--- config.mk ---
export PLATFORM = sky130hd
export DESIGN_NAME = hub75_capture
export DESIGN_NICKNAME = d
export VERILOG_FILES = /design/src/rtl/hub75_capture.sv
export SDC_FILE = /design/constraint.sdc
export NUM_CORES = 2
export LEC_CHECK = 0
export CAP_MARGIN = 20
export CELL_PAD_IN_SITES_DETAIL_PLACEMENT = 0
export CELL_PAD_IN_SITES_GLOBAL_PLACEMENT = 1
export CORE_MARGIN = 4
export CORE_UTILIZATION = 45
export CTS_CLUSTER_DIAMETER = 30
export CTS_CLUSTER_SIZE = 40
export DETAILED_ROUTE_END_ITERATION = 12
export PLACE_DENSITY_LB_ADDON = 0.1
export RECOVER_POWER = 50
export SYNTH_ARGS = -nofsm -noshare
export SYNTH_HDL_FRONTEND = slang
export SYNTH_SLANG_ARGS = --single-unit
--- constraint.sdc ---
create_clock -name clk -period 2.7 [get_ports clk]
set_input_delay 0.675 -clock clk [delete_from_list [all_inputs] [get_ports clk]]
set_output_delay 0.675 -clock clk [all_outputs]
set_load 0.02 [all_outputs]
--- src/rtl/hub75_capture.sv ---
// HUB75 panel-side receiver: samples the LED matrix bus in the clk domain and
// replays each latched row pair as a stream of framebuffer pixel writes.
module hub75_capture #(
  parameter int unsigned COLS   = 64,
  parameter int unsigned ROWS   = 32,
  parameter int unsigned ADDR_W = 11
) (
  input  logic              clk,
  input  logic              reset,
  input  logic              panel_clk,
  input  logic              latch,
  input  logic              output_en,
  input  logic              row_sel_a,
  input  logic              row_sel_b,
  input  logic              row_sel_c,
  input  logic              row_sel_d,
  input  logic              red_1,
  input  logic              green_1,
  input  logic              blue_1,
  input  logic              red_2,
  input  logic              green_2,
  input  logic              blue_2,
  output logic              pix_valid,
  input  logic              pix_ready,
  output logic [ADDR_W-1:0] pix_addr,
  output logic [2:0]        pix_rgb,
  output logic              row_done,
  output logic [15:0]       oe_cycles,
  output logic              overrun,
  output logic              len_err,
  input  logic              status_clr
);

  localparam int unsigned CW        = $clog2(COLS);
  localparam int unsigned BW        = CW + 1;
  localparam int unsigned HALF_ROWS = ROWS / 2;
  localparam logic [CW:0]    COLS_C    = (CW+1)'(COLS);
  localparam logic [BW-1:0]  LAST_BEAT = BW'(2 * COLS - 1);
  // Synchronizers come out of reset with OE inactive so no phantom on-time is counted.
  localparam logic [12:0]    SYNC_RST  = 13'h0400;

  typedef enum logic {ST_IDLE, ST_STREAM} state_e;

  logic [12:0] panel_in_c;
  logic [12:0] sync1_q, sync2_q;
  logic        pclk_prev_q, latch_prev_q;
  logic        pclk_edge_c, latch_edge_c;
  logic        s_oe_n;
  logic [3:0]  s_row;
  logic [2:0]  s_up, s_lo;

  logic [2:0]  shift_up_q [COLS];
  logic [2:0]  shift_lo_q [COLS];
  logic [2:0]  shift_up_d [COLS];
  logic [2:0]  shift_lo_d [COLS];
  logic [2:0]  hold_up_q  [COLS];
  logic [2:0]  hold_lo_q  [COLS];
  logic [CW:0] col_cnt_q, col_cnt_d;

  logic [15:0] oe_cnt_q, oe_cnt_d;
  logic [15:0] oe_cycles_q;
  logic        len_err_q, overrun_q;

  state_e            state_q;
  logic [BW-1:0]     beat_q;
  logic [BW-1:0]     beat_nx_c;
  logic [3:0]        row_q;
  logic              pix_valid_q;
  logic [ADDR_W-1:0] pix_addr_q;
  logic [2:0]        pix_rgb_q;
  logic [2:0]        next_rgb_c;
  logic              row_done_q;
  logic              accept_c, last_c;

  function automatic logic [ADDR_W-1:0] beat_addr(input logic [3:0] row,
                                                  input logic [BW-1:0] beat);
    int unsigned r;
    r = 32'(row) + (beat[CW] ? HALF_ROWS : 32'd0);
    return ADDR_W'(r * COLS + 32'(beat[CW-1:0]));
  endfunction

  assign panel_in_c = {panel_clk, latch, output_en,
                       row_sel_d, row_sel_c, row_sel_b, row_sel_a,
                       red_1, green_1, blue_1, red_2, green_2, blue_2};

  assign pclk_edge_c  = sync2_q[12] & ~pclk_prev_q;
  assign latch_edge_c = sync2_q[11] & ~latch_prev_q;
  assign s_oe_n       = sync2_q[10];
  assign s_row        = sync2_q[9:6];
  assign s_up         = sync2_q[5:3];
  assign s_lo         = sync2_q[2:0];

  // Shift buffer next state; a same-cycle shift lands before a latch copies it.
  always_comb begin
    shift_up_d = shift_up_q;
    shift_lo_d = shift_lo_q;
    col_cnt_d  = col_cnt_q;
    if (pclk_edge_c && (col_cnt_q < COLS_C)) begin
      shift_up_d[col_cnt_q[CW-1:0]] = s_up;
      shift_lo_d[col_cnt_q[CW-1:0]] = s_lo;
      col_cnt_d = col_cnt_q + (CW+1)'(1);
    end
  end

  assign oe_cnt_d = (!s_oe_n && (oe_cnt_q != 16'hFFFF)) ? oe_cnt_q + 16'd1 : oe_cnt_q;

  // Input capture: synchronizers, shift/hold buffers, OE timer, length check.
  always_ff @(posedge clk) begin
    if (reset) begin
      sync1_q      <= SYNC_RST;
      sync2_q      <= SYNC_RST;
      pclk_prev_q  <= 1'b0;
      latch_prev_q <= 1'b0;
      col_cnt_q    <= '0;
      oe_cnt_q     <= '0;
      oe_cycles_q  <= '0;
      len_err_q    <= 1'b0;
      row_q        <= '0;
      for (int i = 0; i < COLS; i++) begin
        shift_up_q[i] <= '0;
        shift_lo_q[i] <= '0;
        hold_up_q[i]  <= '0;
        hold_lo_q[i]  <= '0;
      end
    end else begin
      sync1_q      <= panel_in_c;
      sync2_q      <= sync1_q;
      pclk_prev_q  <= sync2_q[12];
      latch_prev_q <= sync2_q[11];
      if (latch_edge_c) begin
        hold_up_q   <= shift_up_d;
        hold_lo_q   <= shift_lo_d;
        row_q       <= s_row;
        col_cnt_q   <= '0;
        oe_cycles_q <= oe_cnt_d;
        oe_cnt_q    <= '0;
        for (int i = 0; i < COLS; i++) begin
          shift_up_q[i] <= '0;
          shift_lo_q[i] <= '0;
        end
      end else begin
        shift_up_q <= shift_up_d;
        shift_lo_q <= shift_lo_d;
        col_cnt_q  <= col_cnt_d;
        oe_cnt_q   <= oe_cnt_d;
      end
      if (latch_edge_c && (col_cnt_d != COLS_C)) begin
        len_err_q <= 1'b1;
      end else if (status_clr) begin
        len_err_q <= 1'b0;
      end
    end
  end

  assign accept_c   = pix_valid_q & pix_ready;
  assign last_c     = (beat_q == LAST_BEAT);
  assign beat_nx_c  = beat_q + BW'(1);
  assign next_rgb_c = beat_nx_c[CW] ? hold_lo_q[beat_nx_c[CW-1:0]]
                                    : hold_up_q[beat_nx_c[CW-1:0]];

  // Stream FSM; a latch always restarts at beat 0 of the newly captured row.
  always_ff @(posedge clk) begin
    if (reset) begin
      state_q     <= ST_IDLE;
      beat_q      <= '0;
      pix_valid_q <= 1'b0;
      pix_addr_q  <= '0;
      pix_rgb_q   <= '0;
      row_done_q  <= 1'b0;
      overrun_q   <= 1'b0;
    end else begin
      row_done_q <= 1'b0;
      if (accept_c && last_c) begin
        row_done_q  <= 1'b1;
        pix_valid_q <= 1'b0;
        state_q     <= ST_IDLE;
      end else if (accept_c) begin
        beat_q     <= beat_nx_c;
        pix_addr_q <= beat_addr(row_q, beat_nx_c);
        pix_rgb_q  <= next_rgb_c;
      end
      if (latch_edge_c) begin
        state_q     <= ST_STREAM;
        beat_q      <= '0;
        pix_valid_q <= 1'b1;
        pix_addr_q  <= beat_addr(s_row, '0);
        pix_rgb_q   <= shift_up_d[0];
      end
      if (latch_edge_c && (state_q == ST_STREAM) && !(accept_c && last_c)) begin
        overrun_q <= 1'b1;
      end else if (status_clr) begin
        overrun_q <= 1'b0;
      end
    end
  end

  assign pix_valid = pix_valid_q;
  assign pix_addr  = pix_addr_q;
  assign pix_rgb   = pix_rgb_q;
  assign row_done  = row_done_q;
  assign oe_cycles = oe_cycles_q;
  assign overrun   = overrun_q;
  assign len_err   = len_err_q;

endmodule
==> metrics.txt <==
outcome=finished, violations left; failing checks=max-capacitance violations, max-slew violations; final design area excluding fillers=just over 40000 um^2; LEAKAGE=between 15 and 20 nW; Synthesis Warnings=0; crit path max fanout=40; Port Buffers=50; Num CTS Buffers=166; Finished Core Util=between 50% and 60%; endpoint arrival time on the critical path=around 3200 ps; Vias=approximately 24000; CP Capture Type=flop; CTS tree=done; most frequent cells in the layout=850 x dfxtp_1, 832 x nor2_1, 481 x mux2i_1; number of global-route vias before repair=approximately 24000; M1 WL=about 41 mm; Async SR Flop Fraction=0%; Initial DRT Pass Iterations=5; Hold Fails Final Rpt=0; PD cells=between 800 and 900 nW/um^2; Mapped Area=~33000 um^2; met3 WL=3.99 mm; GPL Wtd Cong=about 0.9; gr usage total=a little under a quarter; Seq cells post-synth=roughly 860; final worst slack=74.1 ps; Syn Inst Count=roughly 3300; Reg clk slew, reported paths=50 ps; uppermost layer routed=met4; row cnt=98; crit path time final=2630 ps; most common cell after layout, fill and taps aside=dfxtp_1; routed wire length per instance=between 20 and 25 um; Fin Clk Skew=26.1 ps; Final nets=between 3000 and 4000; Worst Tran Pin Value=about 2000 ps; die boundary width=about 280 um; Max Freq=381 MHz; Main synth FF type=dfxtp_1; clock latency on the worst-skew pair=720 ps; Post-Layout Cell Count=roughly 4400; layout cells sized above 1=~14%; setup tns final=0 ps; clock sink total=857; sequential share of the synthesized area=approximately 52%; pre-CTS worst setup slack=-125 ps; Slew Viols, Final=296; HPWL after DPL=about 57 mm; Tcrit/Tclk final=between 90% and 100%; antenna viol nets, final=0; average size of a mapped cell=around 10 um^2; H-tree Lvls=4; WL met2=approximately 43 mm; Critical Path RT=~3300 ps; first-pass GRT wire length=about 140 mm; Final Hold Slack=roughly 430 ps; Avg Vias per Cell=5.48; grt ovf=0; syn_nets=around 3300; Initial Util=a little under half; max cap viols=2; postcts setup bufs=0; DRC viols=0; initial antenna violation count=0; Setup Viol. Count Final=0; die area=between 70000 and 80000 um^2; placed instance area=34700 um^2; worst ir drop on vdd=between 0.6 and 0.7 mV; io pins=51; largest net degree at the start of global routing=158; CTS max path bufs=3; Area Growth Syn to Fin=23.0%; CTS root buffer=clkbuf_16; Core ar.=roughly 72000 um^2; dpl cells=4122; Die H=~280 um; starting DRC count in detailed routing=~1300; DRT Wirelength=about 91 mm; Pwr Total=approximately 36 mW; crit path kind=reg2reg; Distinct cells, synth=52; slew margin rel.=-30.5%; startpoint types=flop; number of synthesized flops with an enable pin=0; type of the tightest min-delay check=reg2reg
## layout make-up
type | instances | area [um^2]
sequential | 857 | 17200
timing repair buffer | 173 | 1610
inverter | 6 | 22.5
tap | 950 | 1190
antenna | 1 | 2.50
fill | 6325 | 31500
multi-input combinational | 2135 | 14500
clock buffer | 222 | 4780
clock inverter | 86 | 1030
## metal layers
layer  vias up  track usage [%]
met3       160             4.24
met5         -                0
met2       508             38.2
met4         0             8.67
li1      11727                -
met1     11867             31.0
## cell families (layout without fill, tap and decap cells)
family / after synthesis / count (layout) / share of synthesized area [%]
buffers and inverters: 289 / 487 / 3.53
multiplexers: 542 / 542 / 18.6
flip-flops: 857 / 857 / 52.3
AO/OA/AOI/OAI: 524 / 524 / 11.7
other: 0 / 1 / 0
XOR/XNOR: 30 / 30 / 0.847
adder cells (fa/ha/maj): 3 / 3 / 0.114
AND/OR/NAND/NOR: 1036 / 1036 / 12.9
## Yosys cell counts (7+ instances only)
cell type  instances  area, um^2
dfxtp_1          857       17200
nor2_1           831        3120
mux2i_1          488        4880
a211oi_1         400        3000
clkbuf_1         237         890
nand2_1           87         327
mux4_2            53        1190
a22oi_1           42         315
a21oi_1           38         190
nor2b_1           32         200
buf_2             19        95.1
buf_1             17        63.8
xnor2_1           17         149
nand3_1           15        75.1
nor3_1            13        65.1
xor2_1            11        96.3
nor2_2            10        62.6
or3_1              8        50.1
a31oi_1            7        43.8
buf_4              7        52.6
## power by group
group	leakage, nW	total [mW]	internal, mW	switching (mW)
Combinational	6.23	1.47	0.546	0.924
Sequential	6.96	13.3	13.0	0.251
Clock	2.85	20.8	13.9	6.91
## final timing paths
kind | depth (start not counted) | slack (ps) | from | endpoint
setup / recovery | 9 | 70 | beat_q[0] | pix_rgb[1]
hold / removal | 1 | 430 | sync1_q[7] | sync2_q[7]
setup reg to reg | 9 | 70 | beat_q[0] | pix_rgb[1]
hold reg to reg | 1 | 430 | sync1_q[7] | sync2_q[7]
## what timing repair did
| action | 4_1_cts | 5_1_grt |
|---|---|---|
| hold endpoints to repair | 0 | 0 |
| endpoints found under the setup margin | 5 | 3 |
| hold buffers | 0 | 0 |
| resized for setup | 7 | 7 |
## registers in the layout, summed over array words and instances, names as in the netlist
signal and flops:
col_cnt_q 7, shift_up_q 192, sync1_q 13, row_q 4, oe_cnt_q 16, latch_prev_q 1, len_err 1, pix_addr 4
shift_lo_q 192, hold_lo_q 192, overrun 1, beat_q 7, pix_rgb 3, oe_cycles 16, row_done 1, pclk_prev_q 1
pix_valid 1, hold_up_q 192, sync2_q 13
## worst max-delay path: stages (launching register included)
cell and delay, ps:
dfxtp_4 370, ha_4 340, buf_12 280, mux4_2 370, mux2i_1 400, a221oi_1 170, buf_4 170, o22ai_1 150
buf_4 140, o22ai_1 70
No activity file was read; power rests on OpenSTA's default activity.
